## config.mk

```make
export PLATFORM = sky130hd
export DESIGN_NAME = fetch_stage
export DESIGN_NICKNAME = d
export VERILOG_FILES = /design/src/rtl/pipe_pkg.sv /design/src/rtl/fetch_stage_sat_counter.sv /design/src/rtl/fetch_stage.sv
export SDC_FILE = /design/constraint.sdc
export NUM_CORES = 1
export LEC_CHECK = 0
export BUFFER_PORTS_ARGS = -buffer_cell sky130_fd_sc_hd__buf_2
export CAP_MARGIN = 20
export CORE_MARGIN = 2
export CORE_UTILIZATION = 33
export CTS_BUF_LIST = sky130_fd_sc_hd__clkbuf_4
export DETAILED_ROUTE_END_ITERATION = 8
export GPL_TIMING_DRIVEN = 0
export PLACE_DENSITY = 0.61
export SETUP_SLACK_MARGIN = 0.15
export SYNTH_ARGS = -nofsm -noshare
export SYNTH_HDL_FRONTEND = slang
export SYNTH_HIERARCHICAL = 1
export SYNTH_SLANG_ARGS = --single-unit
```

## constraint.sdc

```tcl
create_clock -name clk -period 2.7 [get_ports clk]
set_input_delay 0.27 -clock clk [delete_from_list [all_inputs] [get_ports clk]]
set_output_delay 0.27 -clock clk [all_outputs]
set_load 0.01 [all_outputs]
```

## src/rtl/pipe_pkg.sv

```systemverilog
// pipe_pkg: shared pipeline constants
package pipe_pkg;
  localparam int XLEN = 32;
  localparam int REG_IDX_W = 5;
  localparam int RS1_LSB = 15;
  localparam int RS2_LSB = 20;
  localparam logic [XLEN-1:0] NOP_INSTR = 32'h0000_0013;
endpackage

```

## src/rtl/fetch_stage_sat_counter.sv

```systemverilog
// sat_counter: saturating event counter that sticks at all-ones
module sat_counter #(
  parameter int W = 32
) (
  input  logic         clk,
  input  logic         rst_n,
  input  logic         inc,
  output logic [W-1:0] count
);
  always_ff @(posedge clk)
    count <= !rst_n ? '0 : (inc && !(&count)) ? count + W'(1) : count;
endmodule

```

## src/rtl/fetch_stage.sv

```systemverilog
// fetch_stage: PC register, next-PC selection and IF/ID pipeline register
module fetch_stage
  import pipe_pkg::*;
#(
  parameter logic [XLEN-1:0] RESET_PC = 32'h0000_0000,
  parameter int              CNT_W    = 32
) (
  input  logic                 clk,
  input  logic                 rst_n,
  input  logic                 stall,
  input  logic                 redirect_valid,
  input  logic [XLEN-1:0]      redirect_pc,
  output logic [XLEN-1:0]      imem_addr,
  input  logic [XLEN-1:0]      imem_rdata,
  output logic [XLEN-1:0]      if_id_pc,
  output logic [XLEN-1:0]      if_id_instr,
  output logic                 if_id_valid,
  output logic [REG_IDX_W-1:0] if_id_Rs,
  output logic [REG_IDX_W-1:0] if_id_Rt,
  output logic [CNT_W-1:0]     stall_count,
  output logic [CNT_W-1:0]     flush_count
);
  logic [XLEN-1:0] pc;
  logic [XLEN-1:0] target;
  logic            stall_inc;
  assign target    = redirect_pc & ~XLEN'(3);
  assign stall_inc = stall && !redirect_valid;
  assign imem_addr = pc;
  assign if_id_Rs  = if_id_valid ? if_id_instr[RS1_LSB +: REG_IDX_W] : '0;
  assign if_id_Rt  = if_id_valid ? if_id_instr[RS2_LSB +: REG_IDX_W] : '0;
  always_ff @(posedge clk) begin
    if (!rst_n || redirect_valid) begin
      pc          <= !rst_n ? RESET_PC : target;
      if_id_instr <= NOP_INSTR;
      if_id_pc    <= '0;
      if_id_valid <= 1'b0;
    end else if (!stall) begin
      pc          <= pc + XLEN'(4);
      if_id_instr <= imem_rdata;
      if_id_pc    <= pc;
      if_id_valid <= 1'b1;
    end
  end
  sat_counter #(.W(CNT_W)) u_stall_cnt (
    .clk  (clk),
    .rst_n(rst_n),
    .inc  (stall_inc),
    .count(stall_count)
  );
  sat_counter #(.W(CNT_W)) u_flush_cnt (
    .clk  (clk),
    .rst_n(rst_n),
    .inc  (redirect_valid),
    .count(flush_count)
  );
endmodule

```

==> impl.org <==
** Run status
- Outcome :: complete, no violations

** Timing
- Final critical-path required period :: 2.35 ns
- The clock arrives with 0.0315 ns of skew.
- The count of final hold-check violations is 0.
- Worst max-slew margin expressed relative to the limit :: 0.427
- Unrepaired setup endpoints after global routing :: false
- Final period util :: 0.871
- Derived from the worst setup path, the maximum achievable clock frequency is 425 MHz.
- On the final layout, the worst hold slack is 0.0923 ns.
- In the final timing run, aggregate negative setup slack is 0 ns.
- Setup violations remaining at the end of the flow were counted as 0.
- The final max-slew violation count is 0.
- At the pin with the least slew margin, the transition time is 0.858 ns.

** Final layout
- Of the cells placed in the final design, the portion with a size suffix greater than 1 is 0.277.
- After the last flow step, the layout net total stands at 1182.
- Final Instance Count excl. Fillers :: 1410
- From synthesis to final layout, the design area changed by 29.5%.
- At the end of the flow the core is filled with cells to 0.436.
- Post-layout instance area :: 9870 µm²

** GRT
- Combined global-route utilization of all metal layers :: 0.189
- The number of global-route vias before repair is 6779.
- The first global-routing pass estimated 36700 µm of wire.
- The number of antenna violations at the first check in global routing came to 2.
- Summed over all layers, the global routing overflow is 0.
- Pin count of the biggest net entering global routing :: 24

** Route
- Residual antenna-violating net count after detailed routing :: 0
- Post-Route WL :: 23500 µm
- First-pass iteration count of the detailed router :: 5
- Routed vias/inst :: 5.21
- In the routed design, unresolved DRC markers number 0.
- In this run, the number of DRC markers left after iteration 0 of detailed routing was 549.
- Average routed wire per standard cell :: 16.7 µm
- Via count of the routed design :: 7342

** Place
- Total placed cells including tap cells :: 1341
- Routability-driven placement finished with a final weighted congestion of 0.806.
- After legalization and detailed placement, the total HPWL measured 16900 µm.
- Count of input and output buffers :: 231
- After detailed placement, the total cell area comes to 9170 µm².

** Clocking
- The clock tree synthesis step divided the H-tree into 4 levels.
- In this run the deepest clock path goes through 2 buffers.
- TritonCTS created 17 clock buffers.
- The clock drives 157 sinks.
- Post-CTS repair timing setup buffer count :: 0
- CTS Root Cell :: sky130_fd_sc_hd__clkbuf_4
- Later-pin clock latency in the skew report :: 0.57 ns
- Clock slew seen by the registers of the worst setup and hold paths :: 0.17 ns
- TritonCTS built the clock tree.

** Setup path
- Kind of critical path :: reg -> reg
- CP endpoint kind :: flip-flop
- STA puts the critical path data required time at 3.17 ns.
- For the worst setup path, the data arrival time is 2.82 ns.
- Along the worst path, the maximum fanout reaches 10.
- Startpoint kind of the worst setup timing path :: flip-flop

** Synth
- Cell accounting for the most synthesized area :: sky130_fd_sc_hd__dfxtp_1
- By count the netlist is led by sky130_fd_sc_hd__dfxtp_1 (127), sky130_fd_sc_hd__nor2_1 (86), sky130_fd_sc_hd__mux2i_1 (67).
- In this run the cell area of the synthesized design comes to 7630 µm².
- Number of enable flip-flop cells after synthesis :: 30
- For this run, the register share of the synthesized area comes to 0.451.
- For this run, the number of Yosys warnings is 6.
- Area fraction of the dominant cell type after synthesis :: 0.333
- Yosys attributes the largest share of cell area to sky130_fd_sc_hd__dfxtp_1 (33%), sky130_fd_sc_hd__edfxtp_1 (12%), sky130_fd_sc_hd__mux2i_1 (8.8%), sky130_fd_sc_hd__nor2_1 (4.2%), sky130_fd_sc_hd__a21oi_1 (3.1%).
- Number of unique standard cell types used by synthesis :: 52
- Async S/R FF share, synth :: 0
- Most instantiated library cell after synthesis :: sky130_fd_sc_hd__dfxtp_1
- In this run, synthesis produced a sequential element count of 157.
- A synthesized cell averages 9.29 µm².
- The cell count after synthesis came out at 821.
- Among all flip-flop cells after synthesis, the most frequent one is sky130_fd_sc_hd__dfxtp_1.

** Power and ir drop
- For this design the static power due to leakage is 4.12 nW.
- VDD IR-drop max :: 0.000267 V
- PwrDens :: 487 nW/µm²

** Floorplanning
- Horizontal extent of the die :: 156 µm
- The floorplan step defined a core boundary enclosing 22600 µm².
- The initial utilization of the core area, before any placement, comes to 0.337.
- Die footprint :: 24300 µm²
- Std-Cell Rows :: 55
- In this run the count of I/O pins placed on the die edge is 239.
- Die boundary height :: 156 µm

** Hold path
- The path class of the tightest hold or removal check is in -> reg.

** Flow run
- Max-cap violations in this run came to 0.
critical path, stage by stage, from the launching register on:
cell and delay, ns:
sky130_fd_sc_hd__dfxtp_1 0.44, sky130_fd_sc_hd__nand4_1 0.36, sky130_fd_sc_hd__or4_4 0.66, sky130_fd_sc_hd__o31ai_4 0.25
sky130_fd_sc_hd__buf_6 0.18, sky130_fd_sc_hd__buf_8 0.14, sky130_fd_sc_hd__mux2i_1 0.18, sky130_fd_sc_hd__nor2_1 0.05
registers in the layout, summed over array words and instances, names as in the netlist:
register,flops
if_id_valid,1
imem_addr,30
if_id_pc,30
if_id_instr,32
u_stall_cnt/count,32
u_flush_cnt/count,32
area by class of cell:
class / count / area, µm²
Clock buffer: 18 / 135
Multi-Input combinational cell: 597 / 3870
Antenna cell: 1 / 2.50
Buffer: 53 / 277
Fill cell: 2256 / 12800
Timing Repair Buffer: 268 / 1530
Clock inverter: 14 / 194
Sequential cell: 157 / 3440
Inverter: 17 / 63.8
Tap cell: 285 / 357
cells by family (layout without fill, tap and decap cells):
logic type	Yosys count	count (layout)	synth area share
AOI/OAI and AO/OA	170	170	0.148
xor gates and xnor gates	20	20	0.0230
adders and majority gates	3	3	0.00492
buffers and inverters	70	370	0.0445
DFF	157	157	0.451
muxes	67	67	0.0879
other	1	5	0.000492
and+or+nand+nor	333	333	0.239
cell usage in the layout (no fill, tap or decap), types with 33 or more instances in the layout:
master and count:
sky130_fd_sc_hd__buf_2 241, sky130_fd_sc_hd__nand3_1 33, sky130_fd_sc_hd__a21oi_1 47, sky130_fd_sc_hd__o21ai_0 45, sky130_fd_sc_hd__nor2_1 86, sky130_fd_sc_hd__dlygate4sd3_1 36
sky130_fd_sc_hd__dfxtp_1 127, sky130_fd_sc_hd__nand2_1 50, sky130_fd_sc_hd__or3_1 35, sky130_fd_sc_hd__mux2i_1 67
power by group:
part           switching [mW]  internal [mW]  total (mW)
Sequential              0.102           2.47        2.58
Clock                    1.02          0.692        1.71
Combinational           0.279          0.244       0.523
Total                    1.40           3.41        4.81
metal layers:
metal	track usage	wire length (µm)	part of all wire	vias to the layer above
met5	0	13	0.00055	-
met4	0.0494	210	0.0089	2
met3	0.0458	1590	0.068	18
met2	0.324	11200	0.48	208
met1	0.237	10500	0.45	3500
li1	-	-	-	3614
through the flow:
stage          worst slack, ns  power, mW
6_report                 0.349       4.81
5_1_grt                  0.153       5.01
4_1_cts                  0.263       4.87
3_5_place_dp            -0.453       3.11
3_3_place_gp            -0.472       3.10
2_1_floorplan            0.173       2.88
repair_timing:
action,4_1_cts,5_1_grt
resized for setup,1,2
pin swaps,0,0
endpoints found under the setup margin,2,5
endpoints found under the hold margin,36,0
hold buffers,36,0
gates cloned,0,0
worst paths after layout:
kind / from / end / slack, ns / depth (start not counted)
setup reg to reg: u_stall_cnt/count[13] / u_stall_cnt/count[1] / 0.35 / 7
setup / recovery: u_stall_cnt/count[13] / u_stall_cnt/count[1] / 0.35 / 7
hold / removal: redirect_pc[13] / imem_addr[13] / 0.09 / 3
hold reg to reg: if_id_valid / if_id_valid / 0.48 / 2
No activity file was read; power rests on OpenSTA's default activity.
